### src/rtl/uart_pkg.sv
// Shared UART definitions: frame parser states, header byte and
// the inter-byte timeout derivation used by the uart blocks.
package uart_pkg;

  typedef enum logic [2:0] {
    ST_IDLE,
    ST_LEN,
    ST_PAYLOAD,
    ST_CSUM,
    ST_DRAIN
  } rx_state_t;

  localparam logic [7:0] HDR_DEFAULT = 8'h55;

  // About two byte times of line silence (10 bits per byte)
  function automatic int calc_timeout(input int clk_fre,
                                      input int bps);
    return (clk_fre / bps) * 20;
  endfunction

endpackage

### src/rtl/uart_frame_buf.sv
// Payload buffer for the frame parser: one synchronous write
// port, one combinational read port.
module uart_frame_buf #(
  parameter int DEPTH = 16,
  parameter int AW    = 4
) (
  input  logic          clk,
  input  logic          wr_en,
  input  logic [AW-1:0] wr_addr,
  input  logic [7:0]    wr_data,
  input  logic [AW-1:0] rd_addr,
  output logic [7:0]    rd_data
);

  logic [7:0] mem [DEPTH];

  always_ff @(posedge clk) begin
    if (wr_en) begin
      mem[wr_addr] <= wr_data;
    end
  end

  assign rd_data = mem[rd_addr];

endmodule

### src/rtl/uart_rx_frame_parser.sv
// Assembles 0x55|LEN|payload|CSUM frames from the uart byte
// receiver, verifies them and streams the payload out.
module uart_rx_frame_parser
  import uart_pkg::*;
#(
  parameter int         BPS     = 230400,
  parameter int         CLK_FRE = 50_000_000,
  parameter int         MAX_LEN = 16,
  parameter logic [7:0] HDR     = HDR_DEFAULT,
  parameter int         TIMEOUT = calc_timeout(CLK_FRE, BPS)
) (
  input  logic       sys_clk,
  input  logic       sys_rst,
  input  logic       uart_rx_done,
  input  logic [7:0] uart_rx_data,
  output logic       out_valid,
  input  logic       out_ready,
  output logic [7:0] out_data,
  output logic       out_last,
  output logic [7:0] frame_len,
  output logic       err_csum,
  output logic       err_len,
  output logic       err_timeout,
  output logic       drop
);

  localparam int IW = (MAX_LEN > 1) ? $clog2(MAX_LEN) : 1;
  localparam int GW = $clog2(TIMEOUT + 1);

  rx_state_t   state_q, state_d;
  logic [7:0]  len_q, len_d;
  logic [7:0]  sum_q, sum_d;
  logic [IW-1:0] idx_q, idx_d;
  logic [IW-1:0] rd_q, rd_d;
  logic [GW-1:0] gap_q, gap_d;
  logic        csum_q, csum_d;
  logic        lerr_q, lerr_d;
  logic        tmo_q, tmo_d;
  logic        drop_q, drop_d;
  logic        wr_en;
  logic        hs;
  logic        expired;
  logic        is_last;
  logic [7:0]  rd_byte;

  uart_frame_buf #(
    .DEPTH (MAX_LEN),
    .AW    (IW)
  ) u_buf (
    .clk     (sys_clk),
    .wr_en   (wr_en),
    .wr_addr (idx_q),
    .wr_data (uart_rx_data),
    .rd_addr (rd_q),
    .rd_data (rd_byte)
  );

  assign is_last = (8'(rd_q) == len_q - 8'd1);
  assign hs      = (state_q == ST_DRAIN) && out_ready;
  // A strobe in the expiry cycle wins over the timeout
  assign expired = !uart_rx_done &&
                   (gap_q == GW'(TIMEOUT - 1));

  always_comb begin
    state_d = state_q;
    len_d   = len_q;
    sum_d   = sum_q;
    idx_d   = idx_q;
    rd_d    = rd_q;
    gap_d   = '0;
    wr_en   = 1'b0;
    csum_d  = 1'b0;
    lerr_d  = 1'b0;
    tmo_d   = 1'b0;
    drop_d  = 1'b0;
    unique case (state_q)
      ST_IDLE: begin
        if (uart_rx_done && uart_rx_data == HDR) begin
          state_d = ST_LEN;
        end
      end
      ST_LEN, ST_PAYLOAD, ST_CSUM: begin
        gap_d = uart_rx_done ? '0 : gap_q + GW'(1);
        if (expired) begin
          tmo_d   = 1'b1;
          state_d = ST_IDLE;
        end else if (uart_rx_done) begin
          if (state_q == ST_LEN) begin
            if (uart_rx_data != 8'd0 &&
                uart_rx_data <= 8'(MAX_LEN)) begin
              len_d   = uart_rx_data;
              sum_d   = uart_rx_data;
              idx_d   = '0;
              state_d = ST_PAYLOAD;
            end else begin
              lerr_d  = 1'b1;
              state_d = ST_IDLE;
            end
          end else if (state_q == ST_PAYLOAD) begin
            wr_en = 1'b1;
            sum_d = sum_q + uart_rx_data;
            idx_d = idx_q + IW'(1);
            if (8'(idx_q) == len_q - 8'd1) begin
              state_d = ST_CSUM;
            end
          end else begin
            if (uart_rx_data == sum_q) begin
              rd_d    = '0;
              state_d = ST_DRAIN;
            end else begin
              csum_d  = 1'b1;
              state_d = ST_IDLE;
            end
          end
        end
      end
      ST_DRAIN: begin
        drop_d = uart_rx_done;
        if (hs) begin
          rd_d = rd_q + IW'(1);
          if (is_last) begin
            state_d = ST_IDLE;
          end
        end
      end
      default: state_d = ST_IDLE;
    endcase
  end

  always_ff @(posedge sys_clk or posedge sys_rst) begin
    if (sys_rst) begin
      state_q <= ST_IDLE;
      len_q   <= '0;
      sum_q   <= '0;
      idx_q   <= '0;
      rd_q    <= '0;
      gap_q   <= '0;
      csum_q  <= 1'b0;
      lerr_q  <= 1'b0;
      tmo_q   <= 1'b0;
      drop_q  <= 1'b0;
    end else begin
      state_q <= state_d;
      len_q   <= len_d;
      sum_q   <= sum_d;
      idx_q   <= idx_d;
      rd_q    <= rd_d;
      gap_q   <= gap_d;
      csum_q  <= csum_d;
      lerr_q  <= lerr_d;
      tmo_q   <= tmo_d;
      drop_q  <= drop_d;
    end
  end

  assign out_valid   = (state_q == ST_DRAIN);
  assign out_data    = out_valid ? rd_byte : 8'd0;
  assign out_last    = out_valid && is_last;
  assign frame_len   = len_q;
  assign err_csum    = csum_q;
  assign err_len     = lerr_q;
  assign err_timeout = tmo_q;
  assign drop        = drop_q;

endmodule

### config.mk
export PLATFORM = sky130hd
export DESIGN_NAME = uart_rx_frame_parser
export DESIGN_NICKNAME = d
export VERILOG_FILES = /design/src/rtl/uart_pkg.sv /design/src/rtl/uart_frame_buf.sv /design/src/rtl/uart_rx_frame_parser.sv
export SDC_FILE = /design/constraint.sdc
export NUM_CORES = 1
export LEC_CHECK = 0
export BUFFER_PORTS_ARGS = -buffer_cell sky130_fd_sc_hd__buf_2
export CORE_UTILIZATION = 30
export DETAILED_ROUTE_END_ITERATION = 12
export PLACE_DENSITY_LB_ADDON = 0.3
export SYNTH_ARGS = -nofsm -noshare
export SYNTH_HDL_FRONTEND = slang
export SYNTH_SLANG_ARGS = --single-unit
### constraint.sdc
create_clock -name sys_clk -period 6.7 [get_ports sys_clk]
set_input_delay 1.34 -clock sys_clk [delete_from_list [all_inputs] [get_ports sys_clk]]
set_output_delay 1.34 -clock sys_clk [all_outputs]
set_load 0.02 [all_outputs]
==> metrics.md <==
| Metric | Value |
|---|---|
| Synthesized area per cell | `15.5 µm²` |
| Post-layout instance area | `8830 µm²` |
| Die ar. | `26300 µm²` |
| Worst min path class | `register to register` |
| Drt drc | `0` |
| Placeable core area | `25200 µm²` |
| Initial Util | `30.6%` |
| Final nets | `557` |
| Die Span Y | `162 µm` |
| Final WL | `17100 µm` |
| Period utilization | `65.1%` |
| # rows | `58` |
| Non-Filler Instances | `873` |
| # H-tree levels | `4` |
| Leak Pwr | `3.13 nW` |
| Unique masters post-synth | `54` |
| # IOs | `34` |
| Slew Viols, Final | `0` |
| CTS Sinks | `172` |
| Worst Path Buf+Inv | `1` |
| Asr flop ratio synth | `25.6%` |
| Critical Path Max Stage Delay | `1.08 ns` |
| Fin crit period | `4.36 ns` |
| Worst Setup Path Type | `register to output pin` |
| Total track usage | `13.5%` |
| Post-Synthesis Net Count | `524` |
| Worst Tran Pin Value | `1.11 ns` |
| Startpoint Class | `register` |
| DRT iter0 DRCs | `396` |
| Post-placement cell area | `8250 µm²` |
| Seq/Total Area, Yosys | `64.1%` |
| Fill count | `2351` |
| Outcome | `complete, no violations` |
| Post-Synth XOR/XNOR Area | `2.39%` |
| P&R area growth vs syn | `14.6%` |
| Slew HR | `25.8%` |
| CTS tree | `done` |
| CTS Buffer Depth | `2` |
| Number of flops mapped to enable cells by yosys | `128` |
| Cts hold-fix bufs | `0` |
| Drt pass-1 iters | `5` |
| GPL Wtd Cong | `0.755` |
| Routed Antenna Nets | `0` |
| Setup tns final | `0 ns` |
| Initial antenna violation count | `1` |
| CP cell instances | `mux4_1 > mux4_2 > and2_1 > buf_2` |
| Final hold viol count | `0` |
| Post-Synthesis Cells | `497` |
| Setup Skew | `0.0142 ns` |
| Wire per inst | `19.6 µm` |
| Adder-cell area share of the yosys netlist | `2.53%` |
| Count of cells resized by post-cts repair | `0` |
| Die X-Extent | `162 µm` |
| Fin Hold WS | `0.492 ns` |
| Number of CTS-inserted buffers | `17` |
| Cell Pwr Density | `248 nW/µm²` |
| CP max stage cell | `dfrtp_2` |
| Placed Instances | `841` |
| Clock Pin Slew Worst Setup and Hold Paths | `0.07 ns` |
| Ys flop type | `edfxtp_1` |
| IO Port Bufs | `33` |
| Vias/cell | `5.02` |
| Multi-input combinational cell area | `2620 µm²` |
| CP Data Required Time | `5.36 ns` |
| Delay-heaviest family, CP | `multiplexers` |
| Post-synthesis mux area share | `13.8%` |
| Root buffer cell | `clkbuf_16` |
| Mapped cell area | `7710 µm²` |
| CP arrival | `3.02 ns` |
| Post-CTS setup buffer count | `0` |
| First-pass GRT wire length | `26300 µm` |
| Yosys reg bits | `172` |
| Critical Path Sink Type | `output pin` |
| Final Setup Violations | `0` |
| Gr ovfl total | `0` |
| Worst skew pair latency | `0.43 ns` |
| RSZ-0062 raised after global routing | `no` |
| Detail Placement HPWL | `10900 µm` |
| Ys Warns | `0` |
| Seq. cell area | `4950 µm²` |
| Largest family of logic cells by synthesized area | `multiplexers` |
| Post-synthesis compound-gate area fraction | `4.32%` |
| Max Cap Violations | `0` |
| Simple logic cell fraction of the synthesized area | `10.1%` |
| Fmax | `229 MHz` |
| Fraction of layout cells with a size suffix above 1 | `21.0%` |
| Largest net degree at the start of global routing | `45` |
| Vias in the first global route | `4492` |
| Vias | `4379` |
| Worst VDD drop | `0.175 mV` |
| Inserted Diodes | `0` |
| CP max FO | `37` |
==> state kept, by name, indices dropped and copies added, names as in the netlist <==
signal / count
err_len: 1
frame_len: 8
err_csum: 1
gap_q: 13
idx_q: 4
drop: 1
rd_q: 4
u_buf.mem: 128
sum_q: 8
state_q: 3
err_timeout: 1
==> placed cells by master, fill, tap and decap left out, types with 13 or more instances in the layout <==
cell / netlist / routed
dfrtp_1: 44 / 43
and2_1: 13 / 13
nand2_1: 26 / 26
ha_1: 14 / 14
inv_1: 15 / 14
nand3_1: 13 / 13
clkbuf_16: 0 / 17
edfxtp_1: 128 / 128
buf_2: 5 / 33
o21ai_0: 18 / 18
mux4_2: 22 / 22
mux4_1: 18 / 18
nor2_1: 31 / 31
==> worst reg2reg max path: stages (launching register included) <==
cell and delay, ns:
dfrtp_1 0.52, nor3b_2 0.89, a31oi_2 0.56, or3_1 0.49
a21boi_1 0.15
==> power by group <==
| group | internal [mW] | switching, mW | leakage (nW) | total (mW) |
|---|---|---|---|---|
| Combinational | 0.0233 | 0.0486 | 1.11 | 0.0719 |
| Clock | 0.525 | 0.445 | 0.273 | 0.969 |
| Sequential | 1.15 | 0.00368 | 1.75 | 1.15 |
| Total | 1.70 | 0.497 | 3.13 | 2.19 |
==> layout make-up <==
class,count,share of cell area (%)
Clock inverter,15,1.77
Sequential cell,172,56.0
Clock buffer,17,4.82
Timing Repair Buffer,39,2.38
Multi-Input combinational cell,284,29.7
Inverter,16,0.680
Tap cell,330,4.68
==> through the flow <==
stage               setup WS, ns  utilization (%)  power (mW)
floorplan                   3.14                -        1.22
global placement            2.75             32.8        1.24
detailed placement          2.73             32.8        1.25
CTS                         2.26             35.1        2.22
global route                2.18             35.1        2.27
finish                      2.34             35.1        2.19
==> kinds of logic (layout without fill, tap and decap cells) <==
kind of cell / Yosys count / in the layout
flip-flops: 172 / 172
AND/OR/NAND/NOR: 146 / 146
adder cells (fa/ha/maj): 15 / 15
multiplexers: 49 / 49
XOR/XNOR: 21 / 21
buffers and inverters: 41 / 87
AO/OA/AOI/OAI: 53 / 53
==> routing by layer <==
layer | global-route usage (%) | vias up | share of wire (%) | wire length [µm]
met2 | 24.4 | 106 | 53 | 9040
met3 | 2.55 | 24 | 3.4 | 578
met5 | 0 | - | 0.047 | 8
met4 | 4.93 | 2 | 1.5 | 261
met1 | 16.0 | 2250 | 42 | 7180
li1 | - | 1997 | - | -
==> worst paths after layout <==
kind                            cells past startpoint           end  startpoint  slack (ns)
worst max-delay path                                4   out_data[4]     rd_q[0]        2.34
worst min-delay path                                2      sum_q[4]    sum_q[4]        0.49
worst max register to register                      4      idx_q[3]  state_q[0]        4.02
worst min register to register                      2      sum_q[4]    sum_q[4]        0.49
max in group asynchronous                           2       rd_q[0]     sys_rst        4.92
min in group asynchronous                           2  frame_len[7]     sys_rst        1.13
==> Yosys cell counts (3+ instances only) <==
cell type / n / area share [%]
a211oi_1: 3 / 0.29
or3_1: 7 / 0.57
nor3_1: 12 / 0.78
and3_1: 6 / 0.49
a21o_1: 3 / 0.29
edfxtp_1: 128 / 50
ha_1: 14 / 2.3
mux4_1: 18 / 6.1
o21a_1: 4 / 0.39
nand4_1: 7 / 0.57
xor2_1: 11 / 1.2
inv_1: 15 / 0.73
nand3_1: 13 / 0.84
nand2_1: 26 / 1.3
mux4_2: 22 / 6.4
nor4_1: 10 / 0.81
nor2b_1: 4 / 0.32
nand3b_1: 3 / 0.29
clkbuf_1: 15 / 0.73
mux2_2: 7 / 1.0
and2_1: 13 / 1.1
dfrtp_1: 44 / 14
a21oi_1: 11 / 0.71
o21ai_0: 18 / 1.2
xnor2_1: 10 / 1.1
nor2_1: 31 / 1.5
nor3b_1: 3 / 0.29
buf_2: 5 / 0.32
Power figures use the tool's default switching activity.
